## src/rtl/uart_tx_param.sv

```systemverilog
// Purpose : parametrised UART transmitter (start, DATA_BITS LSB-first, optional parity, 1-2 stop bits).
// Latency : character accepted at edge k from IDLE drives the start bit from edge k+1.
// Backpr. : one-entry holding buffer; ready=0 while it is full, and enable is ignored then.
//
// Ports:
//   clk     system clock, rising edge
//   rst_n   asynchronous active-low reset (release must be synchronised by the integrator)
//   din     character to send, DATA_BITS wide
//   enable  write strobe; a character is accepted on an edge where enable && ready
//   ready   holding buffer empty
//   tx      serial line, idle high, registered
//   busy    high while a frame is in progress
//   done    one-clk pulse following the last clk of each frame's stop period
module uart_tx_param #(
  parameter int CLK_FREQ  = 50000000,
  parameter int BAUD      = 9600,
  parameter int DATA_BITS = 8,
  parameter int PARITY    = 0,
  parameter int STOP_BITS = 1
) (
  input  logic                 clk,
  input  logic                 rst_n,
  input  logic [DATA_BITS-1:0] din,
  input  logic                 enable,
  output logic                 ready,
  output logic                 tx,
  output logic                 busy,
  output logic                 done
);

  localparam int BAUD_DIV = CLK_FREQ / BAUD;
  // Guard keeps the counter at least one bit wide so an illegal BAUD_DIV
  // still reaches the parameter check below instead of a width error.
  localparam int CNT_W = (BAUD_DIV > 2) ? $clog2(BAUD_DIV) : 1;
  localparam logic [CNT_W-1:0] BAUD_LAST = CNT_W'(BAUD_DIV - 1);
  localparam logic [3:0]       DATA_LAST = 4'(DATA_BITS - 1);
  localparam logic [3:0]       STOP_LAST = 4'(STOP_BITS - 1);
  localparam bit               HAS_PARITY = (PARITY != 0);

  // Parameter legality: stop elaboration on anything the datapath cannot honour.
  if (DATA_BITS < 5 || DATA_BITS > 9) begin : g_bad_data_bits
    $error("uart_tx_param: DATA_BITS must be in 5..9");
  end
  if (PARITY < 0 || PARITY > 2) begin : g_bad_parity
    $error("uart_tx_param: PARITY must be 0 (none), 1 (odd) or 2 (even)");
  end
  if (STOP_BITS != 1 && STOP_BITS != 2) begin : g_bad_stop_bits
    $error("uart_tx_param: STOP_BITS must be 1 or 2");
  end
  if (BAUD_DIV < 2) begin : g_bad_baud_div
    $error("uart_tx_param: CLK_FREQ/BAUD must be at least 2");
  end

  typedef enum logic [2:0] {
    S_IDLE,
    S_START,
    S_DATA,
    S_PARITY,
    S_STOP
  } state_t;

  state_t               state;
  logic [CNT_W-1:0]     baud_cnt;
  logic [3:0]           bit_cnt;
  logic [DATA_BITS-1:0] shift;
  logic                 par_bit;

  logic                 hold_valid;
  logic [DATA_BITS-1:0] hold_data;

  logic                 bit_end;
  logic                 frame_end;
  logic                 load;
  logic                 accept;
  logic                 par_calc;

  assign ready    = !hold_valid;
  assign accept   = enable && !hold_valid;
  assign bit_end  = (baud_cnt == BAUD_LAST);
  // Last clk of the final stop bit: the frame is complete on this edge.
  assign frame_end = (state == S_STOP) && bit_end && (bit_cnt == STOP_LAST);
  // Load straight from IDLE, or chain directly out of STOP so consecutive
  // frames have no idle clocks between them. load needs hold_valid=1, which
  // means ready=0, so accept and load are never on the same edge.
  assign load = hold_valid && ((state == S_IDLE) || frame_end);

  // Odd parity: data plus parity bit carry an odd number of ones.
  assign par_calc = (PARITY == 1) ? ~(^hold_data) : (^hold_data);

  // Holding buffer.
  always_ff @(posedge clk or negedge rst_n) begin
    if (!rst_n) begin
      hold_valid <= 1'b0;
      hold_data  <= '0;
    end else if (accept) begin
      hold_valid <= 1'b1;
      hold_data  <= din;
    end else if (load) begin
      hold_valid <= 1'b0;
    end
  end

  // Frame sequencer. tx, busy and done are all registered here so the line
  // never glitches. The shift register is pre-shifted when a bit is emitted,
  // so shift[0] always holds the next data bit to drive.
  always_ff @(posedge clk or negedge rst_n) begin
    if (!rst_n) begin
      state    <= S_IDLE;
      baud_cnt <= '0;
      bit_cnt  <= '0;
      shift    <= '0;
      par_bit  <= 1'b0;
      tx       <= 1'b1;
      busy     <= 1'b0;
      done     <= 1'b0;
    end else begin
      done <= 1'b0;
      if (load) begin
        state    <= S_START;
        shift    <= hold_data;
        par_bit  <= par_calc;
        baud_cnt <= '0;
        bit_cnt  <= '0;
        tx       <= 1'b0;
        busy     <= 1'b1;
        // Chained load out of STOP still marks the end of the previous frame.
        done     <= frame_end;
      end else begin
        case (state)
          S_IDLE: begin
            baud_cnt <= '0;
            bit_cnt  <= '0;
            tx       <= 1'b1;
            busy     <= 1'b0;
          end

          S_START: begin
            if (bit_end) begin
              state    <= S_DATA;
              baud_cnt <= '0;
              bit_cnt  <= '0;
              tx       <= shift[0];
              shift    <= shift >> 1;
            end else begin
              baud_cnt <= baud_cnt + 1'b1;
            end
          end

          S_DATA: begin
            if (bit_end) begin
              baud_cnt <= '0;
              if (bit_cnt == DATA_LAST) begin
                bit_cnt <= '0;
                if (HAS_PARITY) begin
                  state <= S_PARITY;
                  tx    <= par_bit;
                end else begin
                  state <= S_STOP;
                  tx    <= 1'b1;
                end
              end else begin
                bit_cnt <= bit_cnt + 1'b1;
                tx      <= shift[0];
                shift   <= shift >> 1;
              end
            end else begin
              baud_cnt <= baud_cnt + 1'b1;
            end
          end

          S_PARITY: begin
            if (bit_end) begin
              state    <= S_STOP;
              baud_cnt <= '0;
              bit_cnt  <= '0;
              tx       <= 1'b1;
            end else begin
              baud_cnt <= baud_cnt + 1'b1;
            end
          end

          S_STOP: begin
            tx <= 1'b1;
            if (bit_end) begin
              baud_cnt <= '0;
              if (bit_cnt == STOP_LAST) begin
                // Nothing waiting (load would have fired otherwise): go idle.
                state   <= S_IDLE;
                bit_cnt <= '0;
                busy    <= 1'b0;
                done    <= 1'b1;
              end else begin
                bit_cnt <= bit_cnt + 1'b1;
              end
            end else begin
              baud_cnt <= baud_cnt + 1'b1;
            end
          end

          default: begin
            state    <= S_IDLE;
            baud_cnt <= '0;
            bit_cnt  <= '0;
            tx       <= 1'b1;
            busy     <= 1'b0;
          end
        endcase
      end
    end
  end

endmodule

```

## config.mk

```make
export PLATFORM = sky130hd
export DESIGN_NAME = uart_tx_param
export DESIGN_NICKNAME = d
export VERILOG_FILES = /design/src/rtl/uart_tx_param.sv
export SDC_FILE = /design/constraint.sdc
export NUM_CORES = 1
export LEC_CHECK = 0
export CAP_MARGIN = 10
export CORE_ASPECT_RATIO = 1.2
export CORE_UTILIZATION = 45
export CTS_CLUSTER_DIAMETER = 150
export DETAILED_ROUTE_END_ITERATION = 10
export GPL_TIMING_DRIVEN = 0
export HOLD_SLACK_MARGIN = 0.15
export PLACE_DENSITY = 0.71
export SYNTH_ARGS = -nofsm -noshare
export SYNTH_HDL_FRONTEND = slang
export SYNTH_SLANG_ARGS = --single-unit
```

## constraint.sdc

```tcl
create_clock -name clk -period 2.55 [get_ports clk]
set_input_delay 0.51 -clock clk [delete_from_list [all_inputs] [get_ports clk]]
set_output_delay 0.51 -clock clk [all_outputs]
set_load 0.01 [all_outputs]
```

Word level (Yosys, flattened, before mapping)

Cells that the tools add are included.
Widths: inputs -> output; s select.

Register bits after elaboration: 40
Input bits: 11
Output and inout bits: 4
Logic and storage cells: 84

Add/subtract/negate cells: 2
Equal/unequal tests: 16
Multiplexer cells: 39
Reduce and logical (&&, ||, !) cells: 18

Operator list:

| kind                  | number |
|---|---|
| $mux 13               | 3 |
| $mux 8                | 4 |
| $mux 4                | 6 |
| $mux 3                | 7 |
| $ne 3x3->1 const B    | 6 |
| $pmux 8 s2            | 1 |
| $pmux 3 s5            | 1 |
| $mux 1                | 14 |
| $add 13x1->13 const B | 1 |
| $eq 13x13->1 const B  | 1 |
| $pmux 4 s3            | 1 |
| $reduce_and 3->1      | 3 |
| $reduce_and 7->1      | 1 |
| $eq 3x2->1 const B    | 2 |
| $add 4x1->4 const B   | 1 |
| $eq 4x3->1 const B    | 1 |
| $logic_and 1x1->1     | 4 |
| $logic_not 4->1       | 1 |
| $reduce_and 4->1      | 1 |
| $reduce_or 4->1       | 1 |
| $eq 3x1->1 const B    | 1 |
| $eq 3x3->1 const B    | 1 |
| $logic_not 3->1       | 1 |
| $ne 3x1->1 const B    | 1 |
| other kinds (11)      | 11 |

Depth between registers and ports, before layout

Gate-level depths: netlist of the first run.

Word-level depth: 7
Gate-level depth with buffers: 7
Gate-level depth less buffers: 6

Worst setup path before layout of the first run

No wires, ideal clock.

Path type: reg-to-reg
From: reg bit_cnt[0]
To: reg shift[0]
Setup time: 126 ps
Arrival: 1646 ps
Data required time: 2424 ps
Slack: 777 ps
Stages on the path, launching flop included: 7
Buffers on the path: 1
Period minus slack after synthesis: 1773 ps
Cell sequence: dfrtp_1 -> ha_1 -> nand4b_1 -> nor4bb_1 -> buf_1 -> nand2_1 -> a311o_1

Longest elaborated chain between the ends: 6
Elaborated cells on any way between the ends: 11
Those cells by class: eq/ne: 4; mux: 1; reduce/logical: 6

RTL lines:

| element                                                                 | RTL line | source |
|---|---|---|
| start, declared                                                         | 64       | `logic [3:0] bit_cnt;` |
| start signal, assigned                                                  | 162      | `bit_cnt <= bit_cnt + 1'b1;` |
| start signal, assigned                                                  | 193      | `bit_cnt <= bit_cnt + 1'b1;` |
| $logic_not 4->1                                                         | 81       | `assign frame_end = (state == S_STOP) && bit_end && (bit_cnt == STOP_LAST);` |
| $logic_and 1x1->1                                                       | 81       |  |
| $logic_or 1x1->1                                                        | 85       | `assign load = hold_valid && ((state == S_IDLE) \|\| frame_end);` |
| $logic_and 1x1->1                                                       | 85       |  |
| $ne 3x3->1 (no source line) / $reduce_bool 3->1 (equally long branches) | --       |  |
| $reduce_and 4->1 (no source line)                                       | --       |  |
| end signal, assigned                                                    | 120      | `shift <= hold_data;` |
| end signal, assigned                                                    | 143      | `shift <= shift >> 1;` |
| end signal, assigned                                                    | 164      | `shift <= shift >> 1;` |
| end, declared                                                           | 65       | `logic [DATA_BITS-1:0] shift;` |

Parallel ways exist; a longest one is shown, timed or not.
A chain may end at the register's enable or synchronous reset.

Worst setup path after layout of the first run

Ends and elaborated chain as after synthesis.

==> impl_metrics.xml, run 1 <==
<?xml version="1.0" encoding="UTF-8"?>
<metrics>
  <group name="status">
    <metric name="outcome" unit="">completed</metric>
  </group>
  <group name="cts">
    <metric name="post-cts-setup-buffers" unit="">0</metric>
    <metric name="insertion_delay" unit="ns">0.29</metric>
    <metric name="tritoncts" unit="">yes</metric>
    <metric name="clockRootBuffer" unit="">sky130_fd_sc_hd__clkbuf_8</metric>
    <metric name="clkSlewWorstSetupHoldPaths" unit="ns">0.08</metric>
    <metric name="htree_num_levels" unit="">2</metric>
    <metric name="clock_path_buffers" unit="">2</metric>
    <metric name="cts_buffers" unit="">5</metric>
    <metric name="cts.sinks" unit="">40</metric>
    <metric name="number_of_gates_resized_after_cts" unit="">0</metric>
    <metric name="postCtsHoldBufs" unit="">0</metric>
  </group>
  <group name="power_and_ir_drop">
    <metric name="seq_power_share" unit="%">52.3</metric>
    <metric name="static_leakage" unit="nW">0.971</metric>
    <metric name="power.density" unit="nW/µm²">772</metric>
    <metric name="power.share.clock" unit="%">22.2</metric>
    <metric name="irDropWorstVdd" unit="mV">0.460</metric>
    <metric name="power_frac_comb" unit="%">25.5</metric>
    <metric name="p_int" unit="mW">1.27</metric>
    <metric name="switching_share" unit="%">30.2</metric>
    <metric name="power_switching" unit="mW">0.552</metric>
  </group>
  <group name="sta">
    <metric name="hold_viol" unit="">0</metric>
    <metric name="timing.final.crit_share" unit="%">81.8</metric>
    <metric name="setup-violations-final" unit="">0</metric>
    <metric name="tightestPinTransition" unit="ns">0.882</metric>
    <metric name="timing.fmax" unit="MHz">480</metric>
    <metric name="final_critical_path_setup_slack" unit="ns">0.465</metric>
    <metric name="rsz_0062_raised_after_global_routing" unit="">false</metric>
    <metric name="fin_worst_skew" unit="ns">0.00551</metric>
    <metric name="final_max_slew_viol_count" unit="">0</metric>
    <metric name="timing.slew.headroom" unit="%">41.2</metric>
    <metric name="fin_crit" unit="ns">2.08</metric>
  </group>
  <group name="place">
    <metric name="detailedPlacementHpwl" unit="mm">2.77</metric>
    <metric name="port_buffers" unit="">14</metric>
    <metric name="place_congestion" unit="">0.825</metric>
    <metric name="instance_area_after_placement" unit="µm²">2280</metric>
    <metric name="minimum_setup_slack_after_placement" unit="ns">0.498</metric>
  </group>
  <group name="worst_setup_path">
    <metric name="crit_path_end_kind" unit="">register</metric>
    <metric name="arrival" unit="ns">2.26</metric>
    <metric name="worstSetupPathType" unit="">register to register</metric>
    <metric name="timing.critical_path.fanout_max" unit="">8</metric>
    <metric name="cp-start-kind" unit="">register</metric>
    <metric name="critical_path_required" unit="ns">2.72</metric>
  </group>
  <group name="grt">
    <metric name="grt_first_pass_wirelength" unit="mm">7.22</metric>
    <metric name="overflow" unit="">0</metric>
    <metric name="via_count_of_the_first_global_routing_pass" unit="">1575</metric>
    <metric name="grt_util_all_layers" unit="%">19.1</metric>
    <metric name="maximum_number_of_pins_on_one_net_before_global_route_repair" unit="">41</metric>
    <metric name="antenna_found_initial" unit="">0</metric>
  </group>
  <group name="floorplan">
    <metric name="fp.dieW" unit="µm">64.1</metric>
    <metric name="dieArea" unit="µm²">4900</metric>
    <metric name="fp.coreArea" unit="µm²">4360</metric>
    <metric name="num_rows" unit="">26</metric>
    <metric name="die_h" unit="µm">76.5</metric>
    <metric name="design.portCount" unit="">15</metric>
    <metric name="initial_core_util" unit="%">47.7</metric>
  </group>
  <group name="final_layout">
    <metric name="layout-area-overhead-vs-synth" unit="%">13.8</metric>
    <metric name="diodes" unit="">0</metric>
    <metric name="post_route_cells_drive_above_1_share" unit="%">16.0</metric>
    <metric name="end_of_flow_core_utilization" unit="%">54.3</metric>
    <metric name="finalInstanceArea" unit="µm²">2370</metric>
    <metric name="finish.net_count" unit="">232</metric>
  </group>
  <group name="yosys">
    <metric name="synthDominantCellAreaShare" unit="%">46.9</metric>
    <metric name="mappedNetlistNets" unit="">211</metric>
    <metric name="synthesis.instances" unit="">197</metric>
    <metric name="ys_async_sr_fraction" unit="%">100</metric>
    <metric name="synth_area_per_cell" unit="µm²">10.6</metric>
    <metric name="yosys.area.top_type" unit="">sky130_fd_sc_hd__dfrtp_1</metric>
    <metric name="synth_seq_area_share" unit="%">48.2</metric>
    <metric name="ys_top_cells_by_area" unit="">sky130_fd_sc_hd__dfrtp_1, sky130_fd_sc_hd__mux2_2, sky130_fd_sc_hd__nand3_1, sky130_fd_sc_hd__xor2_1, sky130_fd_sc_hd__nor2_1</metric>
    <metric name="synth_enable_flop_cells" unit="">0</metric>
    <metric name="yosys_warnings" unit="">0</metric>
    <metric name="yosysUniqueCellTypes" unit="">56</metric>
    <metric name="synth_ff_type" unit="">sky130_fd_sc_hd__dfrtp_1</metric>
    <metric name="netlist_area" unit="µm²">2080</metric>
    <metric name="ys_ff_latch" unit="">40</metric>
  </group>
  <group name="routing">
    <metric name="route.antenna.remaining_nets" unit="">0</metric>
    <metric name="drc" unit="">0</metric>
    <metric name="drt-wirelength-per-cell" unit="µm">14.9</metric>
    <metric name="viasPerCell" unit="">5.71</metric>
    <metric name="drt_first_pass_iters" unit="">4</metric>
    <metric name="vias" unit="">1571</metric>
    <metric name="iter_0_drt_violations" unit="">72</metric>
    <metric name="route.final.wire_length" unit="mm">4.09</metric>
  </group>
  <group name="hold_path">
    <metric name="timing.hold.worst.class" unit="">input pin to asynchronous set/reset pin</metric>
  </group>
  <group name="flow_run">
    <metric name="maxCapViolCount" unit="">0</metric>
  </group>
</metrics>
## final cells by class
class,count,area (µm²)
Timing Repair Buffer,14,135
Fill cell,408,1990
Buffer,11,58.8
Clock buffer,7,76.3
Multi-Input combinational cell,137,985
Clock inverter,1,5.00
Sequential cell,40,1000
Inverter,9,33.8
Tap cell,56,70.1
## critical path, cell delays in order, from the launching register on
cell	delay, ns
sky130_fd_sc_hd__dfrtp_1	0.43
sky130_fd_sc_hd__ha_1	0.26
sky130_fd_sc_hd__nand4b_1	0.12
sky130_fd_sc_hd__nor4bb_1	0.29
sky130_fd_sc_hd__buf_1	0.35
sky130_fd_sc_hd__nand2_1	0.14
sky130_fd_sc_hd__a311o_1	0.37
## per-layer routing
metal / wire length, µm / GRT usage (%)
met5: 0 / 0
met4: 44 / 7.27
met3: 118 / 4.64
met2: 2030 / 30.7
met1: 1900 / 24.6
## cells in the final DEF, fill, tap and decap left out, types with 3 or more instances in the layout
cell / instances
sky130_fd_sc_hd__dfrtp_1: 39
sky130_fd_sc_hd__nand3_1: 14
sky130_fd_sc_hd__nor2_1: 13
sky130_fd_sc_hd__clkdlybuf4s50_1: 13
sky130_fd_sc_hd__inv_1: 9
sky130_fd_sc_hd__mux2_2: 9
sky130_fd_sc_hd__o21ai_0: 9
sky130_fd_sc_hd__nor3_1: 9
sky130_fd_sc_hd__nand2_1: 8
sky130_fd_sc_hd__xor2_1: 8
sky130_fd_sc_hd__a31oi_1: 7
sky130_fd_sc_hd__buf_2: 6
sky130_fd_sc_hd__xnor2_1: 5
sky130_fd_sc_hd__clkbuf_1: 5
sky130_fd_sc_hd__clkbuf_8: 5
sky130_fd_sc_hd__nand4_1: 4
sky130_fd_sc_hd__o31ai_1: 3
sky130_fd_sc_hd__a21oi_1: 3
sky130_fd_sc_hd__ha_1: 3
## worst paths after layout
kind                                        start               endpoint  slack [ns]  depth (start not counted)
max                        bit_cnt[0]$_DFFE_PN0P_   shift[0]$_DFFE_PN0P_        0.47                          6
min                                         rst_n  baud_cnt[7]$_DFF_PN0_        0.33                          1
max reg2reg                bit_cnt[0]$_DFFE_PN0P_   shift[0]$_DFFE_PN0P_        0.47                          6
min reg2reg                 baud_cnt[0]$_DFF_PN0_  baud_cnt[0]$_DFF_PN0_        0.47                          1
max in group asynchronous                   rst_n       busy$_DFFE_PN0P_        1.66                          1
min in group clk            baud_cnt[0]$_DFF_PN0_  baud_cnt[0]$_DFF_PN0_        0.47                          1
## power groups by stage
stage          logic (mW)  registers, mW  clock network, mW
4_1_cts             0.467          0.953              0.422
2_1_floorplan       0.331          0.940                  0
3_5_place_dp        0.463          0.964                  0
5_1_grt             0.515          0.979              0.447
6_report            0.465          0.954              0.406
3_3_place_gp        0.455          0.959                  0
## synth_stat cells (all sizes together), types with 4 or more instances
| library cell | n |
|---|---|
| nor3 | 9 |
| buf | 8 |
| dfrtp | 39 |
| nand4 | 4 |
| nand3 | 14 |
| inv | 9 |
| xor2 | 8 |
| nor2 | 14 |
| nand2 | 8 |
| and3 | 4 |
| mux2 | 9 |
| a31oi | 7 |
| xnor2 | 5 |
| o21ai | 9 |
## registers in the layout, indices dropped and copies added (netlist names)
name,count
busy,1
hold_valid,1
done,1
bit_cnt,4
hold_data,8
baud_cnt,13
shift,8
state,3
tx,1
## through the flow
stage / power (mW) / std cells / hold WS [ns] / TNS [ns]
6_report: 1.83 / 275 / 0.334 / 0
5_1_grt: 1.94 / 275 / 0.408 / 0
4_1_cts: 1.84 / 275 / 0.365 / 0
3_5_place_dp: 1.43 / 267 / 0.458 / 0
3_3_place_gp: 1.41 / 267 / 0.448 / -0.730
2_1_floorplan: 1.27 / 197 / 0.214 / 0
## logic make-up (layout without fill, tap and decap cells)
logic type                 after synthesis  count (layout)  synth area share, %
buffers and inverters                   20              42                 4.45
and+or+nand+nor                         74              74                 21.5
xor gates and xnor gates                13              13                 5.48
DFF                                     40              40                 48.2
adders and majority gates                3               3                 1.81
muxes                                   11              11                 5.84
AOI/OAI and AO/OA                       36              36                 12.7
No activity file was read; power rests on OpenSTA's default activity.
==> inputs of run 2 (changes only) <==
==> constraint.sdc (replaced) <==
create_clock -name clk -period 2.1 [get_ports clk]
set_input_delay 0.42 -clock clk [delete_from_list [all_inputs] [get_ports clk]]
set_output_delay 0.42 -clock clk [all_outputs]
set_load 0.01 [all_outputs]
==> run 2 against run 1 <==
Effect of this change:
- combinational power increased by 22%
- count of clock-buffer cells in the layout unchanged
- critical path type unchanged
- via count increased by 0.25%
- first-iteration DRC count shrank 5.6%
- largest cell class unchanged
- sequential power up 22%
- utilization increased by 0.11 points
- maximum frequency increased by 5.4%
- sequential share of layout area down 0.089 points
- routed wire length shrank 0.39%
- critical endpoint is now shift[7]$_DFFE_PN0P_
- largest power group unchanged
==> impl_metrics.xml, run 2 (synthesis results as in run 1) <==
<?xml version="1.0" encoding="UTF-8"?>
<metrics>
  <group name="cts">
    <metric name="insertion_delay" unit="ns">0.29</metric>
    <metric name="cts.sinks" unit="">40</metric>
    <metric name="htree_num_levels" unit="">2</metric>
    <metric name="clockRootBuffer" unit="">sky130_fd_sc_hd__clkbuf_8</metric>
    <metric name="tritoncts" unit="">yes</metric>
    <metric name="clkSlewWorstSetupHoldPaths" unit="ns">0.08</metric>
    <metric name="cts_buffers" unit="">5</metric>
    <metric name="clock_path_buffers" unit="">2</metric>
  </group>
  <group name="worst_setup_path">
    <metric name="critical_path_required" unit="ns">2.28</metric>
    <metric name="crit_path_end_kind" unit="">register</metric>
    <metric name="timing.critical_path.fanout_max" unit="">10</metric>
    <metric name="arrival" unit="ns">2.16</metric>
    <metric name="cp_slowest_stage_delay" unit="ns">0.49</metric>
    <metric name="cp_slowest_cell" unit="">sky130_fd_sc_hd__nor4b_4</metric>
    <metric name="path_delay_family" unit="">simple AND/OR/NAND/NOR gates</metric>
    <metric name="cp-start-kind" unit="">register</metric>
    <metric name="timing.critical_path.cells" unit="">nor4b_4 &gt; a41oi_4 &gt; or2_4 &gt; buf_6 &gt; a31o_1</metric>
    <metric name="path_buf_inv" unit="">1</metric>
    <metric name="worstSetupPathType" unit="">register to register</metric>
  </group>
  <group name="power_and_ir_drop">
    <metric name="power" unit="mW">2.22</metric>
    <metric name="power.density" unit="nW/µm²">937</metric>
    <metric name="irDropWorstVdd" unit="mV">0.559</metric>
    <metric name="power_frac_comb" unit="%">25.6</metric>
    <metric name="static_leakage" unit="nW">0.974</metric>
    <metric name="p_int" unit="mW">1.55</metric>
    <metric name="switching_share" unit="%">30.2</metric>
    <metric name="seq_power_share" unit="%">52.2</metric>
    <metric name="power.share.clock" unit="%">22.3</metric>
    <metric name="power_switching" unit="mW">0.670</metric>
  </group>
  <group name="routing">
    <metric name="iter_0_drt_violations" unit="">68</metric>
    <metric name="viasPerCell" unit="">5.73</metric>
    <metric name="detail_route.wirelength.met1" unit="mm">1.86</metric>
    <metric name="route.antenna.remaining_nets" unit="">0</metric>
    <metric name="drt_first_pass_iters" unit="">4</metric>
    <metric name="drt-wirelength-per-cell" unit="µm">14.8</metric>
    <metric name="drc" unit="">0</metric>
    <metric name="route.final.wire_length" unit="mm">4.08</metric>
    <metric name="vias" unit="">1575</metric>
    <metric name="met3WireLength" unit="µm">131</metric>
    <metric name="maxUsedRoutingLayer" unit="">met4</metric>
    <metric name="dr_wl_met2" unit="mm">2.05</metric>
  </group>
  <group name="final_layout">
    <metric name="layout-area-overhead-vs-synth" unit="%">14.0</metric>
    <metric name="final_cell_count_no_fill" unit="">275</metric>
    <metric name="largest_registers" unit="">baud_cnt x13, hold_data x8, shift x8</metric>
    <metric name="layout_commonest_cell" unit="">sky130_fd_sc_hd__dfrtp_1</metric>
    <metric name="post_route_cells_drive_above_1_share" unit="%">17.4</metric>
    <metric name="diodes" unit="">0</metric>
    <metric name="final_cell_mix" unit="">sky130_fd_sc_hd__dfrtp_1, sky130_fd_sc_hd__nand3_1, sky130_fd_sc_hd__nor2_1, sky130_fd_sc_hd__clkdlybuf4s50_1</metric>
    <metric name="largest-register" unit="">baud_cnt</metric>
    <metric name="largest_reg_flops" unit="">13</metric>
    <metric name="finish.net_count" unit="">232</metric>
  </group>
  <group name="flow_run">
    <metric name="maxCapViolCount" unit="">0</metric>
  </group>
  <group name="grt">
    <metric name="via_count_of_the_first_global_routing_pass" unit="">1575</metric>
    <metric name="antenna_found_initial" unit="">0</metric>
    <metric name="grt_first_pass_wirelength" unit="mm">7.22</metric>
    <metric name="grt_util_all_layers" unit="%">19.1</metric>
    <metric name="overflow" unit="">0</metric>
    <metric name="maximum_number_of_pins_on_one_net_before_global_route_repair" unit="">41</metric>
  </group>
  <group name="sta">
    <metric name="final_critical_path_setup_slack" unit="ns">0.122</metric>
    <metric name="final_max_slew_viol_count" unit="">0</metric>
    <metric name="fin_crit" unit="ns">1.98</metric>
    <metric name="fin_worst_skew" unit="ns">0.00689</metric>
    <metric name="timing.final.crit_share" unit="%">94.2</metric>
    <metric name="setup-violations-final" unit="">0</metric>
    <metric name="timing.slew.headroom" unit="%">41.2</metric>
    <metric name="hold_viol" unit="">0</metric>
    <metric name="rsz_0062_raised_after_global_routing" unit="">false</metric>
    <metric name="tightestPinTransition" unit="ns">0.882</metric>
    <metric name="timing.fmax" unit="MHz">506</metric>
  </group>
  <group name="floorplan">
    <metric name="design.portCount" unit="">15</metric>
    <metric name="die_h" unit="µm">76.5</metric>
    <metric name="dieArea" unit="µm²">4900</metric>
    <metric name="num_rows" unit="">26</metric>
    <metric name="fp.coreArea" unit="µm²">4360</metric>
    <metric name="fp.dieW" unit="µm">64.1</metric>
    <metric name="initial_core_util" unit="%">47.7</metric>
  </group>
  <group name="hold_path">
    <metric name="timing.hold.worst.class" unit="">input pin to asynchronous set/reset pin</metric>
  </group>
  <group name="place">
    <metric name="post-place-cells" unit="">267</metric>
    <metric name="place_congestion" unit="">0.825</metric>
    <metric name="minimum_setup_slack_after_placement" unit="ns">0.0481</metric>
    <metric name="detailedPlacementHpwl" unit="mm">2.77</metric>
    <metric name="port_buffers" unit="">14</metric>
  </group>
  <group name="status">
    <metric name="outcome" unit="">completed</metric>
  </group>
</metrics>
## run 2: changes by cell type in the layout (fill, tap and decap cells not counted)
cell                       previous run  this run
sky130_fd_sc_hd__ha_2                 0         1
sky130_fd_sc_hd__buf_1                1         0
sky130_fd_sc_hd__clkbuf_2             0         2
sky130_fd_sc_hd__clkbuf_1             5         4
sky130_fd_sc_hd__o21ai_0              9         8
sky130_fd_sc_hd__ha_1                 3         2
sky130_fd_sc_hd__o21ai_1              0         1
## run 2: worst paths after layout
kind,start,endpoint,slack (ns),cells after the start
max in group asynchronous,rst_n,busy$_DFFE_PN0P_,1.30,1
hold / removal,rst_n,baud_cnt[7]$_DFF_PN0_,0.24,1
setup / recovery,baud_cnt[9]$_DFF_PN0_,shift[7]$_DFFE_PN0P_,0.12,5
hold reg to reg,baud_cnt[0]$_DFF_PN0_,baud_cnt[0]$_DFF_PN0_,0.47,1
min in group clk,baud_cnt[0]$_DFF_PN0_,baud_cnt[0]$_DFF_PN0_,0.47,1
setup reg to reg,baud_cnt[9]$_DFF_PN0_,shift[7]$_DFFE_PN0P_,0.12,5
## run 2: power by group through the flow
stage	sequential (mW)	combinational [mW]	clock, mW
6_report	1.16	0.568	0.494
5_1_grt	1.19	0.631	0.543
4_1_cts	1.16	0.566	0.513
3_5_place_dp	1.17	0.562	0
3_3_place_gp	1.16	0.553	0
2_1_floorplan	1.14	0.402	0
## run 2: repair_timing
action,4_1_cts,5_1_grt
hold buffers,0,0
gates resized for setup,0,5
buffers inserted,0,0
hold endpoints to repair,0,0
endpoints found under the setup margin,0,10
## run 2: per-stage QoR
step	hold slack (ns)	TNS, ns	util (%)	instance area, µm²
after floorplan	0.124	0	-	2080
after global placement	0.448	-14.77	52.5	2290
after detailed placement	0.458	0	52.4	2280
after CTS	0.275	0	54.3	2370
after global routing	0.318	0	54.4	2370
final	0.241	0	54.4	2370
## run 2: final cells by class
class / count / area [µm²]
Sequential cell: 40 / 1000
Clock inverter: 1 / 5.00
Buffer: 11 / 61.3
Inverter: 9 / 33.8
Tap cell: 56 / 70.1
Timing Repair Buffer: 14 / 135
Multi-Input combinational cell: 137 / 987
Fill cell: 406 / 1990
Clock buffer: 7 / 76.3
## run 2: metal layers
| layer | GRT usage [%] | vias to the layer above |
|---|---|---|
| li1 | - | 766 |
| met5 | 0 | - |
| met3 | 4.64 | 4 |
| met1 | 24.6 | 779 |
| met4 | 7.27 | 0 |
| met2 | 30.7 | 26 |
==> inputs of run 3 (changes only) <==
--- a/config.mk
+++ b/config.mk
@@ -5,8 +5,9 @@
 export SDC_FILE = /design/constraint.sdc
 export NUM_CORES = 1
 export LEC_CHECK = 0
+export ABC_CLOCK_PERIOD_IN_PS = 2100
 export CAP_MARGIN = 10
-export CORE_ASPECT_RATIO = 1.2
+export CORE_ASPECT_RATIO = 0.7
 export CORE_UTILIZATION = 45
 export CTS_CLUSTER_DIAMETER = 150
 export DETAILED_ROUTE_END_ITERATION = 10
==> run 3 against run 2 <==
Effect of this change:
- maximum frequency decreased by 0.99%
- highest routed layer unchanged
- first-iteration DRC count increased by 100%
- die area is essentially flat
- largest cell class unchanged
- global-route usage grew 0.56 points
- critical endpoint is now bit_cnt[2]$_DFFE_PN0P_
- sequential share of layout area down 1.1 points
==> impl_metrics.xml, run 3 (synthesis results as in run 1) <==
<?xml version="1.0" encoding="UTF-8"?>
<metrics>
  <group name="grt">
    <metric name="antenna_found_initial" unit="">0</metric>
    <metric name="via_count_of_the_first_global_routing_pass" unit="">1460</metric>
    <metric name="maximum_number_of_pins_on_one_net_before_global_route_repair" unit="">41</metric>
    <metric name="grt_first_pass_wirelength" unit="mm">7.42</metric>
    <metric name="overflow" unit="">0</metric>
    <metric name="grt_util_all_layers" unit="%">19.7</metric>
  </group>
  <group name="cts">
    <metric name="cts_buffers" unit="">5</metric>
    <metric name="htree_num_levels" unit="">2</metric>
    <metric name="cts.sinks" unit="">40</metric>
    <metric name="tritoncts" unit="">yes</metric>
    <metric name="clockRootBuffer" unit="">sky130_fd_sc_hd__clkbuf_8</metric>
    <metric name="post-cts-setup-buffers" unit="">0</metric>
    <metric name="clock_path_buffers" unit="">2</metric>
    <metric name="insertion_delay" unit="ns">0.29</metric>
    <metric name="clkSlewWorstSetupHoldPaths" unit="ns">0.08</metric>
  </group>
  <group name="power_and_ir_drop">
    <metric name="power_frac_comb" unit="%">24.4</metric>
    <metric name="power.share.clock" unit="%">26.6</metric>
    <metric name="power.density" unit="nW/µm²">976</metric>
    <metric name="seq_power_share" unit="%">48.9</metric>
    <metric name="p_int" unit="mW">1.67</metric>
    <metric name="switching_share" unit="%">29.7</metric>
    <metric name="power" unit="mW">2.38</metric>
    <metric name="irDropWorstVdd" unit="mV">0.434</metric>
    <metric name="static_leakage" unit="nW">1.01</metric>
    <metric name="power_switching" unit="mW">0.706</metric>
  </group>
  <group name="floorplan">
    <metric name="fp.dieW" unit="µm">83.3</metric>
    <metric name="num_rows" unit="">20</metric>
    <metric name="design.portCount" unit="">15</metric>
    <metric name="die_h" unit="µm">58.9</metric>
    <metric name="initial_core_util" unit="%">47.5</metric>
    <metric name="fp.coreArea" unit="µm²">4380</metric>
    <metric name="dieArea" unit="µm²">4900</metric>
  </group>
  <group name="routing">
    <metric name="drt-wirelength-per-cell" unit="µm">15.8</metric>
    <metric name="route.antenna.remaining_nets" unit="">0</metric>
    <metric name="drc" unit="">0</metric>
    <metric name="vias" unit="">1598</metric>
    <metric name="route.final.wire_length" unit="mm">4.36</metric>
    <metric name="viasPerCell" unit="">5.79</metric>
    <metric name="iter_0_drt_violations" unit="">136</metric>
    <metric name="drt_first_pass_iters" unit="">4</metric>
  </group>
  <group name="worst_setup_path">
    <metric name="timing.critical_path.cells" unit="">ha_1 &gt; and4bb_2 &gt; and3_2 &gt; buf_4 &gt; o21ai_0 &gt; o22ai_1</metric>
    <metric name="number_of_cell_instances_on_the_worst_register_to_register_path" unit="">6</metric>
    <metric name="timing.critical_path.fanout_max" unit="">10</metric>
    <metric name="arrival" unit="ns">2.15</metric>
    <metric name="crit_path_end_kind" unit="">register</metric>
    <metric name="crit_path_end" unit="">bit_cnt[2]$_DFFE_PN0P_</metric>
    <metric name="cp_slowest_cell" unit="">sky130_fd_sc_hd__dfrtp_1</metric>
    <metric name="worstSetupPathType" unit="">register to register</metric>
    <metric name="worstReg2RegStart" unit="">baud_cnt[0]$_DFF_PN0_</metric>
    <metric name="critical_path_required" unit="ns">2.25</metric>
    <metric name="cp-startpoint" unit="">baud_cnt[0]$_DFF_PN0_</metric>
    <metric name="cp_slowest_stage_delay" unit="ns">0.40</metric>
    <metric name="regToRegEndpoint" unit="">bit_cnt[2]$_DFFE_PN0P_</metric>
    <metric name="worst-r2r-setup-slack" unit="ns">0.10</metric>
    <metric name="cp-start-kind" unit="">register</metric>
  </group>
  <group name="place">
    <metric name="port_buffers" unit="">14</metric>
    <metric name="detailedPlacementHpwl" unit="mm">2.99</metric>
    <metric name="minimum_setup_slack_after_placement" unit="ns">0.0811</metric>
    <metric name="instance_area_after_placement" unit="µm²">2300</metric>
    <metric name="place_congestion" unit="">0.853</metric>
  </group>
  <group name="sta">
    <metric name="timing.final.crit_share" unit="%">95.1</metric>
    <metric name="hold_viol" unit="">0</metric>
    <metric name="final_critical_path_setup_slack" unit="ns">0.103</metric>
    <metric name="timing.slew.headroom" unit="%">68.4</metric>
    <metric name="rsz_0062_raised_after_global_routing" unit="">false</metric>
    <metric name="fin_worst_skew" unit="ns">0.00491</metric>
    <metric name="fin_crit" unit="ns">2.00</metric>
    <metric name="tightestPinTransition" unit="ns">0.470</metric>
    <metric name="timing.fmax" unit="MHz">501</metric>
    <metric name="setup-violations-final" unit="">0</metric>
    <metric name="final.setup.tns" unit="ns">0</metric>
    <metric name="final_max_slew_viol_count" unit="">0</metric>
  </group>
  <group name="final_layout">
    <metric name="largest-register" unit="">baud_cnt</metric>
    <metric name="final_cell_mix" unit="">sky130_fd_sc_hd__dfrtp_1, sky130_fd_sc_hd__nand3_1, sky130_fd_sc_hd__nor2_1, sky130_fd_sc_hd__clkdlybuf4s50_1</metric>
    <metric name="largest_reg_flops" unit="">13</metric>
    <metric name="diodes" unit="">0</metric>
    <metric name="area_taken_by_multi_input_logic_gates" unit="µm²">991</metric>
    <metric name="finalInstanceArea" unit="µm²">2430</metric>
    <metric name="layout_commonest_cell" unit="">sky130_fd_sc_hd__dfrtp_1</metric>
    <metric name="largest_registers" unit="">baud_cnt x13, hold_data x8, shift x8</metric>
    <metric name="fillers" unit="">392</metric>
    <metric name="post_route_cells_drive_above_1_share" unit="%">18.1</metric>
    <metric name="ff_latch_area" unit="µm²">1000</metric>
    <metric name="layout-area-overhead-vs-synth" unit="%">17.0</metric>
    <metric name="finish.net_count" unit="">234</metric>
  </group>
  <group name="flow_run">
    <metric name="maxCapViolCount" unit="">0</metric>
  </group>
  <group name="status">
    <metric name="outcome" unit="">completed</metric>
  </group>
  <group name="hold_path">
    <metric name="timing.hold.worst.class" unit="">register to register</metric>
  </group>
</metrics>
==> run 3: repair_timing <==
action                                  in CTS  in global routing
resized for setup                            0                  4
hold buffers                                 1                  0
hold endpoints to repair                    39                  0
endpoints found under the setup margin       0                  9
==> run 3: final cells by class <==
type	instances	area share [%]
inverter	9	1.39
sequential	40	41.2
multi-input combinational	137	40.7
buffer	11	2.52
clock inverter	3	1.75
timing repair buffer	16	6.79
clock buffer	5	2.83
tap	55	2.83
==> run 3: per-stage QoR <==
step           hold slack, ns  utilization (%)  instances
6_report                0.475             55.6        276
5_1_grt                 0.502             55.6        276
4_1_cts                 0.482             55.4        276
3_5_place_dp            0.409             52.6        267
3_3_place_gp            0.449             52.3        266
2_1_floorplan           0.124                -        197
==> run 3: worst min-delay path by stage <==
stage / slack [ns] / depth (start not counted) / start / end
after floorplan: 0.12 / 0 / rst_n / baud_cnt[0]$_DFF_PN0_
final: 0.48 / 1 / baud_cnt[0]$_DFF_PN0_ / baud_cnt[0]$_DFF_PN0_
after global placement: 0.45 / 1 / baud_cnt[0]$_DFF_PN0_ / baud_cnt[0]$_DFF_PN0_
after global routing: 0.50 / 1 / baud_cnt[0]$_DFF_PN0_ / baud_cnt[0]$_DFF_PN0_
after CTS: 0.48 / 1 / baud_cnt[0]$_DFF_PN0_ / baud_cnt[0]$_DFF_PN0_
after detailed placement: 0.41 / 2 / rst_n / bit_cnt[2]$_DFFE_PN0P_
==> run 3: layer usage <==
layer	vias up	track usage (%)	routed length, µm
li1	768	-	-
met1	784	29.5	2230
met2	41	27.8	1860
met3	5	4.49	226
met4	0	7.39	48
met5	-	0	0
==> run 3: power groups by stage <==
stage / clock (mW) / sequential (mW) / combinational [mW]
after floorplan: 0 / 1.14 / 0.402
after global placement: 0 / 1.17 / 0.548
after detailed placement: 0 / 1.18 / 0.579
after CTS: 0.650 / 1.16 / 0.588
after global routing: 0.696 / 1.19 / 0.650
final: 0.633 / 1.16 / 0.581
==> run 3: worst max-delay path, delay by kind of cell, from the launching register on <==
kind	cells	cell delay [ns]
and+or+nand+nor	2	0.50
AOI/OAI and AO/OA	2	0.49
DFF	1	0.40
adders and majority gates	1	0.29
buffers and inverters	1	0.17
